**config.mk**
```make
export PLATFORM = sky130hd
export DESIGN_NAME = tone_display_unit
export DESIGN_NICKNAME = d
export VERILOG_FILES = /design/src/rtl/tone_display_unit_pkg.sv /design/src/rtl/tone_display_unit_seg7.sv /design/src/rtl/tone_display_unit.sv
export SDC_FILE = /design/constraint.sdc
export NUM_CORES = 1
export LEC_CHECK = 0
export CAP_MARGIN = 10
export CORE_ASPECT_RATIO = 1.75
export CORE_MARGIN = 10
export CORE_UTILIZATION = 51
export CTS_BUF_LIST = sky130_fd_sc_hd__clkbuf_4 sky130_fd_sc_hd__clkbuf_8
export CTS_CLUSTER_DIAMETER = 100
export DETAILED_ROUTE_END_ITERATION = 7
export GPL_TIMING_DRIVEN = 1
export PLACE_DENSITY = 0.81
export SLEW_MARGIN = 0
export SYNTH_ARGS = -nofsm -noshare
export SYNTH_HDL_FRONTEND = slang
export SYNTH_SLANG_ARGS = --single-unit
```
**constraint.sdc**
```tcl
create_clock -name clk -period 3.1 [get_ports clk]
set_input_delay 0.62 -clock clk [delete_from_list [all_inputs] [get_ports clk]]
set_output_delay 0.62 -clock clk [all_outputs]
set_load 0.01 [all_outputs]
```
**src/rtl/tone_display_unit_pkg.sv**
```systemverilog
// Shared constants for the tone/display unit: counter widths, scan timing
// default, blank code and the seven-segment glyph table.
package tone_display_unit_pkg;

    localparam int PWM_W            = 32;
    localparam int SCAN_W           = 32;
    localparam int IDX_W            = 3;
    localparam int DIGITS           = 8;
    localparam int LAMPS            = 7;
    localparam int SCAN_DIV_DEFAULT = 50000;

    localparam logic [7:0] SEG_BLANK = 8'h00;

    // Segment order {dp,g,f,e,d,c,b,a}, active high; 10..15 render blank.
    localparam logic [7:0] GLYPH_TABLE [16] = '{
        8'h3F, 8'h06, 8'h5B, 8'h4F, 8'h66, 8'h6D, 8'h7D, 8'h07,
        8'h7F, 8'h6F, 8'h00, 8'h00, 8'h00, 8'h00, 8'h00, 8'h00
    };

endpackage

```
**src/rtl/tone_display_unit_seg7.sv**
```systemverilog
// Combinational seven-segment glyph lookup for one hex nibble.
module seg7_decode
    import tone_display_unit_pkg::*;
(
    input  logic [3:0] value,
    output logic [7:0] segments
);

    // Table lookup; the decimal point is never lit by the table.
    always_comb begin
        segments = GLYPH_TABLE[value];
    end

endmodule

```
**src/rtl/tone_display_unit.sv**
```systemverilog
// Tone generator plus display driver: a free-running PWM with live period/duty,
// an eight-digit multiplexed seven-segment scanner showing num on the rightmost
// digit, and a one-of-seven lamp decoder.
module tone_display_unit
    import tone_display_unit_pkg::*;
#(
    parameter int SCAN_DIV = SCAN_DIV_DEFAULT
)
(
    input  logic              clk,
    input  logic              rst,
    input  logic [PWM_W-1:0]  period,
    input  logic [PWM_W-1:0]  duty,
    input  logic [3:0]        num,
    output logic              pwm_out,
    output logic [DIGITS-1:0] digit_enable,
    output logic [7:0]        segment_data,
    output logic [LAMPS-1:0]  lamp_data
);

    localparam logic [SCAN_W-1:0] SCAN_LAST = SCAN_W'(SCAN_DIV - 1);

    // ---------------- PWM ----------------
    logic [PWM_W-1:0] pwm_cnt;
    logic [PWM_W:0]   pwm_cnt_inc;
    logic             pwm_reload;

    // Compare count+1 against period at 33 bits so a shrunken period (or
    // period 0) forces a reload instead of letting the counter run on to 2^32.
    always_comb begin
        pwm_cnt_inc = {1'b0, pwm_cnt} + {{PWM_W{1'b0}}, 1'b1};
        pwm_reload  = (pwm_cnt_inc >= {1'b0, period});
        pwm_out     = (period != '0) && (pwm_cnt < duty);
    end

    // PWM counter: counts up each clock, back to 0 after period-1.
    always_ff @(posedge clk or negedge rst) begin
        if (!rst) begin
            pwm_cnt <= '0;
        end else if (pwm_reload) begin
            pwm_cnt <= '0;
        end else begin
            pwm_cnt <= pwm_cnt_inc[PWM_W-1:0];
        end
    end

    // ---------------- Display scanner ----------------
    logic [SCAN_W-1:0] scan_div;
    logic [SCAN_W-1:0] scan_div_nxt;
    logic [IDX_W-1:0]  scan_idx;
    logic [IDX_W-1:0]  scan_idx_nxt;
    logic              scan_live;
    logic [7:0]        glyph;

    seg7_decode u_seg7_decode (
        .value    (num),
        .segments (glyph)
    );

    // Next divider/index. The first clock out of reset only lights digit 0
    // (scan_live still 0), so every slot, including the first, lasts SCAN_DIV.
    always_comb begin
        scan_div_nxt = scan_div;
        scan_idx_nxt = scan_idx;
        if (scan_live) begin
            if (scan_div == SCAN_LAST) begin
                scan_div_nxt = '0;
                scan_idx_nxt = scan_idx + IDX_W'(1);
            end else begin
                scan_div_nxt = scan_div + SCAN_W'(1);
            end
        end
    end

    // Scanner state and registered digit/segment outputs, updated together so
    // the segment pattern always matches the enabled digit.
    always_ff @(posedge clk or negedge rst) begin
        if (!rst) begin
            scan_live    <= 1'b0;
            scan_div     <= '0;
            scan_idx     <= '0;
            digit_enable <= '0;
            segment_data <= SEG_BLANK;
        end else begin
            scan_live    <= 1'b1;
            scan_div     <= scan_div_nxt;
            scan_idx     <= scan_idx_nxt;
            digit_enable <= DIGITS'(1) << scan_idx_nxt;
            segment_data <= (scan_idx_nxt == '0) ? glyph : SEG_BLANK;
        end
    end

    // ---------------- Lamps ----------------
    // Lamp k lights for num == k+1; 0 and 8..15 leave all lamps dark.
    always_comb begin
        for (int i = 0; i < LAMPS; i++) begin
            lamp_data[i] = (num == 4'(i + 1));
        end
    end

endmodule

```
==> run_results.csv <==
group,metric,value,unit
status,status,"finished, violations left",
status,violations,"negative setup slack",
flow_run,maxCapViolCount,0,
sta,hold_viol_final,0,
setup_path,crit_arrival,3650,ps
min_path,min_path_type,"in -> async",
finish,mostFrequentLayoutCells,"dfrtp_1, clkdlybuf4s50_1, inv_1",
route,wl_per_cell,19.86,um
pwr,ir_drop,0.3328,mV
grt,antenna_found_initial,0,
route,drc,0,
sta,maxSlewHeadroom,0.2976,
route,drt_iter0_drc,233,
clocking,cts_tree,"done",
floorplan,dieWidth,101.4,um
setup_path,critPathRequiredTime,3360,ps
sta,rsz0062_at_grt,"yes",
clocking,root_buffer,"clkbuf_8",
sta,fin_crit,3390,ps
pwr,leakage,4.202,nW
grt,grt_pass1_wl,26970,um
floorplan,chipHeight,162.4,um
route,ant_nets,0,
finish,syn2layout_area_growth,38.67,%
setup_path,critPathBufInv,3,
setup_path,ff2ff_path_depth,15,
setup_path,endpoint,"pwm_cnt[16]",
floorplan,rows,52,
pwr,p_per_area,294.9,nW/um^2
sta,final-setup-viol-count,33,
clocking,cts_buffer_depth,2,
finish,num_antenna_cells,0,
clocking,cts_hold_buf,0,
synthesis,yosys_most_used_dff,"dfrtp_1",
synthesis,ys_ff_latch,83,
setup_path,reg2reg_to,"pwm_cnt[16]",
placed_design,port_buffers,92,
setup_path,end_kind,"flop",
route,viasPerCell,5.839,
grt,grt_max_degree,84,
setup_path,cp_slowest_cell,"dfrtp_1",
grt,grt-ovfl-total,0,
pwr,p_total,2.418,mW
clocking,htree_levels,3,
setup_path,cp_max_fo,6,
finish,mostFrequentLayoutCell,"dfrtp_1",
sta,tns,-8907,ps
sta,tightest_slew,1054,ps
setup_path,path_class,"reg -> reg",
setup_path,crit_family,"simple AND/OR/NAND/NOR gates",
grt,grt_pass1_vias,5679,
floorplan,core_area,11450,sq um
sta,fin_crit_sh,1.094,
synthesis,synth_fp_nets,756,
synthesis,synth_edf_count,0,
setup_path,r2r_slack,-290,ps
synthesis,seq_area_frac_synth,0.3513,
placed_design,placed_cells,884,
floorplan,ios,94,
route,vias,5395,
clocking,cts_buffers,9,
clocking,clk_latency,370,ps
sta,slew_violations,0,
clocking,clkSinkCount,83,
sta,layout_setup_ws,-290.3,ps
finish,drive_gt1_frac,0.2522,
synthesis,async_reset_ff_frac,1.000,
synthesis,netlist_area,5912,sq um
setup_path,crit_path_max_incr_delay,380,ps
floorplan,start_util,0.5163,
synthesis,syn-instance-count,615,
finish,layout.nets,925,
synthesis,yosysWarningCount,0,
setup_path,start_kind,"flop",
setup_path,rr_startpoint,"pwm_cnt[1]",
placed_design,dp_hpwl,13220,um
setup_path,cp.depth,15,
route,wl,18350,um
route,firstDrtPassIters,4,
clocking,clkTransAtPathRegs,100,ps
placed_design,place_congestion,0.9622,
setup_path,setup.worst_path.start,"pwm_cnt[1]",
sta,maxClockFrequency,295.0,MHz
finish,instances_no_fill,924,
synthesis,ys_types,58,
grt,grtUsageTotal,0.2035,
floorplan,die_area,16470,sq um
synthesis,synth.avg_cell_area,9.613,sq um
setup_path,crit_chain,"ha_2 > nand4_1 > buf_4 > nor4_4 > buf_6 > nand2_1 > xnor2_2 > ha_1 > and3_1 > nand4_1 > o311ai_2 > a21oi_2 > nand3_4 > clkbuf_16 > nor3b_2",
setup_path,worst_path_most_repeated_cell,"nand4_1",
sta,skew,19.88,ps
==> sequential cells by signal, summed over array words and instances (netlist names) <==
register      flops
scan_div         32
digit_enable      8
scan_live         1
segment_data      7
pwm_cnt          32
scan_idx          3
==> power by group <==
group / internal [mW] / total (mW) / switching, mW
sequential: 1.12 / 1.16 / 0.0448
combinational: 0.180 / 0.343 / 0.163
clock: 0.468 / 0.910 / 0.442
==> logic make-up after synthesis <==
kind of cell / share of synthesized area
DFF: 0.3513
other: 0.001270
buffers and inverters: 0.06391
xor gates and xnor gates: 0.08889
AOI/OAI and AO/OA: 0.08127
adders and majority gates: 0.1503
and+or+nand+nor: 0.2559
muxes: 0.007196
==> per-layer routing <==
metal  global-route usage  wire [um]  up-vias
li1                     -          -     2483
met1               0.1849       5963     2617
met2               0.3893       9951      215
met3              0.04843       1099       80
met4               0.1132       1340        0
met5                    0          0        -
==> cell usage after synthesis, types with 2 or more instances <==
master / count / share of area
dfrtp_1: 83 / 0.35
inv_1: 75 / 0.048
ha_1: 71 / 0.15
xnor2_1: 42 / 0.062
nor2_1: 39 / 0.025
nand2_1: 35 / 0.022
nor3b_2: 29 / 0.061
a21oi_1: 26 / 0.022
nand3_1: 26 / 0.022
nand4_1: 22 / 0.023
xor2_1: 18 / 0.027
o21ai_0: 17 / 0.014
and3_1: 15 / 0.016
nor4_1: 13 / 0.014
a21o_1: 11 / 0.014
and4_1: 11 / 0.016
nor3_1: 8 / 0.0068
and2_1: 5 / 0.0053
buf_4: 5 / 0.0063
nand2b_1: 5 / 0.0053
a211oi_1: 4 / 0.0051
nor2b_1: 3 / 0.0032
nor3_2: 3 / 0.0051
nor3b_1: 3 / 0.0038
o21a_1: 3 / 0.0038
buf_2: 2 / 0.0017
buf_6: 2 / 0.0038
clkbuf_1: 2 / 0.0013
conb_1: 2 / 0.0013
mux2_2: 2 / 0.0038
mux2i_1: 2 / 0.0034
nand3_2: 2 / 0.0034
nor4b_1: 2 / 0.0030
o2111ai_1: 2 / 0.0030
or3_1: 2 / 0.0021
==> what timing repair did <==
action | CTS | global route
cloned | 0 | 5
setup buffers | 6 | 13
endpoints found under the setup margin | 33 | 34
gates resized for setup | 37 | 53
pin swaps | 19 | 27
==> how the worst min path moves through the flow <==
stage | startpoint | to | slack [ps] | cells after the start
after global placement | scan_div[31] | scan_div[31] | 460 | 1
after global routing | rst | segment_data[1] | 500 | 1
after detailed placement | scan_div[31] | scan_div[31] | 480 | 1
after CTS | rst | segment_data[1] | 470 | 1
after floorplan | rst | digit_enable[0] | 320 | 0
final | rst | segment_data[1] | 420 | 1
==> per-stage QoR <==
stage | setup slack, ps | hold WS [ps] | cell area [sq um] | util
final | -290.3 | 419.5 | 8198 | 0.7159
after global placement | -711.5 | 461.4 | 7362 | 0.6429
after global routing | -353.2 | 498.5 | 8198 | 0.7159
after CTS | -181.8 | 469.0 | 7732 | 0.6753
after floorplan | 129.5 | 324.4 | 5912 | -
after detailed placement | -796.8 | 479.4 | 7362 | 0.6429
==> final cells by class <==
type | instances | area (sq um)
multi-input cells | 444 | 3820
inverters | 76 | 285.3
repair buffers | 170 | 1617
clock buffers | 9 | 123.9
clock inverters | 7 | 105.1
fillers | 754 | 3253
well taps | 135 | 168.9
flip-flops and latches | 83 | 2078
Note: power is estimated with default switching activity, not from simulation.
